==> src/rtl/serial_magnitude_comparator.sv <==
// Serial unsigned magnitude comparator: two bits per clock, MSB digit first, through one 2-bit cascade cell.
// Optional macro SERIAL_CMP_EARLY_EXIT_EN: finish as soon as the first differing digit is seen.
module serial_magnitude_comparator #(
    parameter int WIDTH = 8
) (
    input  logic             clk,
    input  logic             rst,
    input  logic             start,
    input  logic [WIDTH-1:0] a,
    input  logic [WIDTH-1:0] b,
    output logic             busy,
    output logic             done,
    output logic             a_eq_b,
    output logic             b_gt_a,
    output logic             a_gt_b,
    output logic [1:0]       dbg_state
);

    localparam int N  = WIDTH / 2;
    localparam int CW = $clog2(N) + 1;

    typedef enum logic [1:0] {
        IDLE = 2'd0,
        RUN  = 2'd1,
        DONE = 2'd2
    } state_t;

    state_t           state;
    logic [WIDTH-1:0] sa;
    logic [WIDTH-1:0] sb;
    logic             eq_r;
    logic             gt_r;
    logic [CW-1:0]    cnt;

    logic [1:0]       da;
    logic [1:0]       db;
    logic             eq_n;
    logic             gt_n;
    logic             last;

    // 2-bit cascade cell: the top digit of each shifted operand against the flags so far.
    assign da   = sa[WIDTH-1 -: 2];
    assign db   = sb[WIDTH-1 -: 2];
    assign eq_n = eq_r & (da == db);
    assign gt_n = gt_r | (eq_r & (da < db));

`ifdef SERIAL_CMP_EARLY_EXIT_EN
    assign last = (cnt == CW'(1)) | ~eq_n;
`else
    assign last = (cnt == CW'(1));
`endif

    assign dbg_state = state;

    // Handshake: start is a one-cycle request honoured only in IDLE (ignored in RUN/DONE);
    // done is a one-cycle pulse marking the result flags as freshly loaded; busy is high in RUN.
    always_ff @(posedge clk) begin
        if (rst) begin
            state  <= IDLE;
            sa     <= '0;
            sb     <= '0;
            eq_r   <= 1'b1;
            gt_r   <= 1'b0;
            cnt    <= '0;
            busy   <= 1'b0;
            done   <= 1'b0;
            a_eq_b <= 1'b0;
            b_gt_a <= 1'b0;
            a_gt_b <= 1'b0;
        end else begin
            case (state)
                IDLE: begin
                    done <= 1'b0;
                    if (start) begin
                        sa    <= a;
                        sb    <= b;
                        eq_r  <= 1'b1;
                        gt_r  <= 1'b0;
                        cnt   <= CW'(N);
                        busy  <= 1'b1;
                        state <= RUN;
                    end
                end
                RUN: begin
                    eq_r <= eq_n;
                    gt_r <= gt_n;
                    sa   <= sa << 2;
                    sb   <= sb << 2;
                    cnt  <= cnt - CW'(1);
                    if (last) begin
                        a_eq_b <= eq_n;
                        b_gt_a <= gt_n;
                        a_gt_b <= ~eq_n & ~gt_n;
                        busy   <= 1'b0;
                        done   <= 1'b1;
                        state  <= DONE;
                    end
                end
                DONE: begin
                    done  <= 1'b0;
                    state <= IDLE;
                end
                default: begin
                    busy  <= 1'b0;
                    done  <= 1'b0;
                    state <= IDLE;
                end
            endcase
        end
    end

endmodule
==> config.mk <==
export PLATFORM = sky130hd
export DESIGN_NAME = serial_magnitude_comparator
export DESIGN_NICKNAME = d
export VERILOG_FILES = /design/src/rtl/serial_magnitude_comparator.sv
export SDC_FILE = /design/constraint.sdc
export NUM_CORES = 1
export LEC_CHECK = 0
export CORE_ASPECT_RATIO = 0.7
export CORE_MARGIN = 1.5
export CORE_UTILIZATION = 50
export DETAILED_ROUTE_END_ITERATION = 10
export HOLD_SLACK_MARGIN = 0.15
export MAX_ROUTING_LAYER = met4
export PLACE_DENSITY_LB_ADDON = 0.15
export SLEW_MARGIN = 20
export SYNTH_ARGS = -nofsm -noshare
export SYNTH_HDL_FRONTEND = slang
export SYNTH_SLANG_ARGS = --single-unit
==> constraint.sdc <==
create_clock -name clk -period 3.8 [get_ports clk]
set_clock_uncertainty 0.1 [all_clocks]
set_input_delay 0.76 -clock clk [delete_from_list [all_inputs] [get_ports clk]]
set_output_delay 0.76 -clock clk [all_outputs]
set_load 0.01 [all_outputs]
After elaboration in Yosys (flattened, before gate mapping)
Index checks and enable logic that the tools add are counted.
Word-level totals
  register bits: 28
  input port bits: 19
  output and inout port bits: 7
Cells by class
  $add $sub $neg: 1
  order comparisons: 1
  equality and inequality tests: 6
  multiplexer cells: 15
  bitwise operators: 8
  reduce and logical (&&, ||, !) cells: 7
Operators with widths (count)
  8-bit one-hot mux with 2 select lines: 2
  8-bit 2-to-1 mux: 2
  3-bit one-hot mux with 2 select lines: 1
  2-bit AND reduction: 3
  2-bit 2-to-1 mux: 2
  2-bit != test, second input constant: 2
  1-bit inverter: 4
  1-bit one-hot mux with 2 select lines: 2
  2-bit one-hot mux with 2 select lines: 1
  1-bit AND: 3
  3-bit by 1-bit == test with 1-bit output, second input constant: 1
  1-bit 2-to-1 mux: 3
  3-bit 2-to-1 mux: 1
  1-bit one-hot mux with 3 select lines: 1
  3-bit AND reduction: 1
  3-bit by 1-bit subtractor with 3-bit output, second input constant: 1
  2-bit by 1-bit == test with 1-bit output, second input constant: 1
  2-bit == test: 1
  2-bit == test, second input constant: 1
  2-bit zero test: 1
  2-bit < comparator: 1
  2-bit nonzero test: 1
  2-bit OR reduction: 1
  1-bit OR: 1

Depth between registers and ports, before layout
  word-level depth: 5
  mapped depth: 5
  gate-level depth less buffers: 5

Least setup slack after synthesis
Ideal clock, no wire load.
  path kind: input port to flip-flop
  start: input port rst
  end: register busy
  data arrival time: 1.421 ns
  required time: 3.613 ns
  slack: 2.192 ns
  stages: 3
  cells stage by stage: clkbuf_1 > or3b_2 > o31ai_1
RTL lines
  start: declaration: RTL line 7  | input logic rst,
  end signal: assignment: RTL line 65  | busy <= 1'b0;
  end signal: assignment: RTL line 80  | busy <= 1'b1;
  end signal: assignment: RTL line 94  | busy <= 1'b0;
  end: declaration: RTL line 11  | output logic busy,

Worst setup path in the final report
  start: register state[0], in the netlist dbg_state[0]
  end: output port dbg_state[0]
RTL lines
  start: declaration: RTL line 28  | state_t state;
  start signal: assignment: RTL line 59  | state <= IDLE;
  start signal: assignment: RTL line 81  | state <= RUN;
  start signal: assignment: RTL line 96  | state <= DONE;
  end: declaration: RTL line 16  | output logic [1:0] dbg_state
No word-level cell between the ends.

==> impl_metrics.prom <==
# TYPE chip_impl_metric gauge
chip_impl_metric{name="postLayoutSetupSlackWorst",unit="ns"} 1.38
chip_impl_metric{name="crit_fanout",unit=""} 12
chip_impl_info{name="crit_path_start",value="dbg_state[0]"} 1
chip_impl_info{name="crit_path_cell_chain",value="clkdlybuf4s50_1"} 1
chip_impl_metric{name="worstPathRequired",unit="ns"} 2.94
chip_impl_info{name="layout_common_cells",value="dfxtp_1, clkdlybuf4s50_1, nor2_1"} 1
chip_impl_metric{name="r2r_cells",unit=""} 3
chip_impl_metric{name="diodes",unit=""} 0
chip_impl_metric{name="leakage",unit="nW"} 0.621
chip_impl_metric{name="core.rowCount",unit=""} 15
chip_impl_metric{name="post-route-period-util",unit=""} 0.636
chip_impl_metric{name="first_global_vias",unit=""} 950
chip_impl_metric{name="nFillCells",unit=""} 223
chip_impl_info{name="final_common_cell",value="dfxtp_1"} 1
chip_impl_metric{name="worstSetupPathDepth",unit=""} 1
chip_impl_metric{name="ys_types",unit=""} 32
chip_impl_metric{name="floorplan.die.width",unit="um"} 63.3
chip_impl_metric{name="cts_sinks",unit=""} 28
chip_impl_metric{name="post_cts_resized",unit=""} 0
chip_impl_metric{name="timing.critical_path.slowest_cell_delay",unit="ns"} 0.63
chip_impl_info{name="clock_tree_from_tritoncts",value="built"} 1
chip_impl_metric{name="die-area",unit="um2"} 2860
chip_impl_metric{name="postSynthRegisterBits",unit=""} 28
chip_impl_metric{name="post_layout_minimum_cycle_time",unit="ns"} 2.42
chip_impl_metric{name="placeableCoreArea",unit="um2"} 2440
chip_impl_metric{name="overflow",unit=""} 0
chip_impl_info{name="startpoint_type",value="register"} 1
chip_impl_metric{name="power_density",unit="nW/um2"} 389
chip_impl_metric{name="fp.dieH",unit="um"} 45.2
chip_impl_metric{name="max-cap-violations",unit=""} 0
chip_impl_metric{name="drive_above_1_share",unit=""} 0.0800
chip_impl_metric{name="finalNonFillerCells",unit=""} 184
chip_impl_metric{name="place_hpwl",unit="um"} 1720
chip_impl_metric{name="port_buffers",unit=""} 25
chip_impl_metric{name="tns",unit="ns"} 0
chip_impl_metric{name="remaining_drc_errors",unit=""} 0
chip_impl_metric{name="detail_route.wl_per_cell",unit="um"} 13.2
chip_impl_info{name="hold_path.class",value="register to register"} 1
chip_impl_metric{name="synth_cells",unit=""} 128
chip_impl_metric{name="final_total_pwr",unit="mW"} 0.600
chip_impl_info{name="reg2reg_from",value="dbg_state[0]"} 1
chip_impl_info{name="critical_path.top_delay_family",value="buffers and inverters"} 1
chip_impl_metric{name="ys.warnings.count",unit=""} 0
chip_impl_metric{name="cp_data_arrival_time",unit="ns"} 1.56
chip_impl_metric{name="layout.area.seq",unit="um2"} 561
chip_impl_metric{name="synth_area",unit="um2"} 1270
chip_impl_metric{name="grt_start_max_net_pins",unit=""} 25
chip_impl_metric{name="num_vias",unit=""} 984
chip_impl_metric{name="wire_length_of_the_first_global_routing_pass",unit="um"} 4280
chip_impl_metric{name="multi_input_comb_area",unit="um2"} 621
chip_impl_metric{name="start_util",unit=""} 0.522
chip_impl_metric{name="max_freq",unit="GHz"} 0.414
chip_impl_info{name="status",value="completed"} 1
chip_impl_metric{name="io_pins",unit=""} 26
chip_impl_metric{name="timing_worst_slew_pin_value",unit="ns"} 0.533
chip_impl_metric{name="final-hold-violation-count",unit=""} 0
chip_impl_info{name="worstSetupEndpoint",value="dbg_state[0]"} 1
chip_impl_metric{name="placed_cells",unit=""} 180
chip_impl_metric{name="dr.first_iter.drc_count",unit=""} 29
chip_impl_metric{name="normalized_max_slew_margin",unit=""} 0.645
chip_impl_metric{name="seq_area_frac_synth",unit=""} 0.440
chip_impl_metric{name="syn-mean-instance-area",unit="um2"} 9.95
chip_impl_metric{name="pre_antenna_drt_iters",unit=""} 4
chip_impl_metric{name="buffer_depth_of_the_longest_clock_path",unit=""} 2
chip_impl_metric{name="drv_slew",unit=""} 0
chip_impl_info{name="r2r_end",value="sa[4]"} 1
chip_impl_metric{name="crit_buf_inv",unit=""} 1
chip_impl_metric{name="worst-r2r-setup-slack",unit="ns"} 2.12
chip_impl_metric{name="routability_congestion_estimate_from_global_placement",unit=""} 0.782
chip_impl_metric{name="detail_routed_via_count_per_cell",unit=""} 5.35
chip_impl_metric{name="dp_worst_setup_slack",unit="ns"} 1.47
chip_impl_info{name="cp_slowest_cell",value="clkdlybuf4s50_1"} 1
chip_impl_metric{name="finish.net_count",unit=""} 174
chip_impl_metric{name="areaGrowthSynthToFinish",unit="%"} 20.9
chip_impl_metric{name="number_of_setup_buffers_added_after_cts",unit=""} 0
chip_impl_metric{name="mappedNetlistNets",unit=""} 151
chip_impl_metric{name="clkTransAtPathRegs",unit="ns"} 0.13
chip_impl_info{name="cp-end-kind",value="output pin"} 1
chip_impl_metric{name="grt_antenna_before_repair",unit=""} 0
chip_impl_metric{name="drt_wl_total",unit="um"} 2430
chip_impl_metric{name="grt_use_total",unit=""} 0.203
chip_impl_info{name="clock_tree.root_cell",value="clkbuf_4"} 1
chip_impl_metric{name="number_of_buffers_created_by_cts",unit=""} 3
chip_impl_metric{name="clk-insertion-delay-late",unit="ns"} 0.32
chip_impl_metric{name="utilization",unit=""} 0.631
chip_impl_metric{name="number_of_nets_with_antenna_violations_after_routing",unit=""} 0
chip_impl_metric{name="finalSetupViolCount",unit=""} 0
chip_impl_metric{name="peak_supply_drop",unit="V"} 0.000298
chip_impl_metric{name="hold_buffers",unit=""} 0
chip_impl_info{name="rsz_0062_raised_after_global_routing",value="no"} 1
chip_impl_metric{name="h-tree-depth",unit=""} 1
chip_impl_info{name="path_type_of_the_worst_setup_path",value="register to output pin"} 1
## through the flow
stage	hold WS [ns]	area (um2)
3_3_place_gp	0.359	1500
3_5_place_dp	0.374	1500
6_report	0.390	1540
4_1_cts	0.394	1540
5_1_grt	0.432	1540
2_1_floorplan	0.344	1270
## routing by layer
layer | track usage | share of wire | vias to the layer above
met5 | - | 0 | -
met4 | 0.0652 | 0.0074 | 0
met3 | 0.0599 | 0.051 | 2
met2 | 0.343 | 0.45 | 26
met1 | 0.238 | 0.49 | 449
li1 | - | - | 507
## how the worst min path moves through the flow
| stage | startpoint | end | slack (ns) | cells after the start |
|---|---|---|---|---|
| after detailed placement | cnt[0] | cnt[0] | 0.37 | 2 |
| after global placement | cnt[0] | cnt[0] | 0.36 | 2 |
| after global routing | sa[6] | sa[6] | 0.43 | 2 |
| final | cnt[0] | cnt[0] | 0.39 | 2 |
| after floorplan | sa[6] | sa[6] | 0.34 | 2 |
| after CTS | cnt[0] | cnt[0] | 0.39 | 2 |
## flip-flops by register name, summed over array words and instances, names as in the netlist
| register | flops |
|---|---|
| dbg_state | 2 |
| sb | 8 |
| eq_r | 1 |
| a_eq_b | 1 |
| b_gt_a | 1 |
| cnt | 3 |
| busy | 1 |
| gt_r | 1 |
| sa | 8 |
| a_gt_b | 1 |
| done | 1 |
## synth_stat cells
cell type,number,area share
a311o_1,1,0.0079
nand2b_2,1,0.0069
or3b_2,2,0.014
o41ai_2,1,0.013
a21oi_1,2,0.0079
nand2b_1,5,0.025
buf_4,1,0.0059
nand3b_1,1,0.0059
and4bb_2,1,0.0098
buf_12,2,0.031
o31ai_1,1,0.0059
and3_1,1,0.0049
dfxtp_1,28,0.44
o21ai_0,2,0.0079
o21ba_2,1,0.0079
o21bai_2,1,0.0088
nor3_1,2,0.0079
nor2b_1,1,0.0049
o22ai_1,1,0.0049
mux2i_1,12,0.094
a211oi_1,16,0.094
buf_2,3,0.012
clkbuf_1,2,0.0059
a2bb2oi_1,2,0.014
inv_1,6,0.018
or3b_1,1,0.0069
nor2_1,20,0.059
ha_1,4,0.039
a31oi_1,1,0.0049
nand2_1,1,0.0029
a22oi_1,4,0.024
nor3b_1,1,0.0059
## report_power, final
part | switching (mW) | internal (mW) | total [mW]
clock | 0.0850 | 0.0587 | 0.144
sequential | 0.0163 | 0.317 | 0.334
combinational | 0.0587 | 0.0638 | 0.123
total | 0.160 | 0.440 | 0.600
## cell families (layout without fill, tap and decap cells)
kind of cell | after synthesis | count (layout) | synth area share
compound gates | 33 | 33 | 0.200
fa+ha+maj | 4 | 4 | 0.0393
buf+inv | 14 | 36 | 0.0727
flops | 28 | 28 | 0.440
mux | 12 | 12 | 0.0943
simple gates | 37 | 37 | 0.153
## area by class of cell
type                       count  share of cell area
clock buffer                   4              0.0236
inverter                       6              0.0146
multi-input combinational     86               0.403
sequential                    28               0.364
tap                           34              0.0276
timing repair buffer          26               0.167
Power figures use the tool's default switching activity.
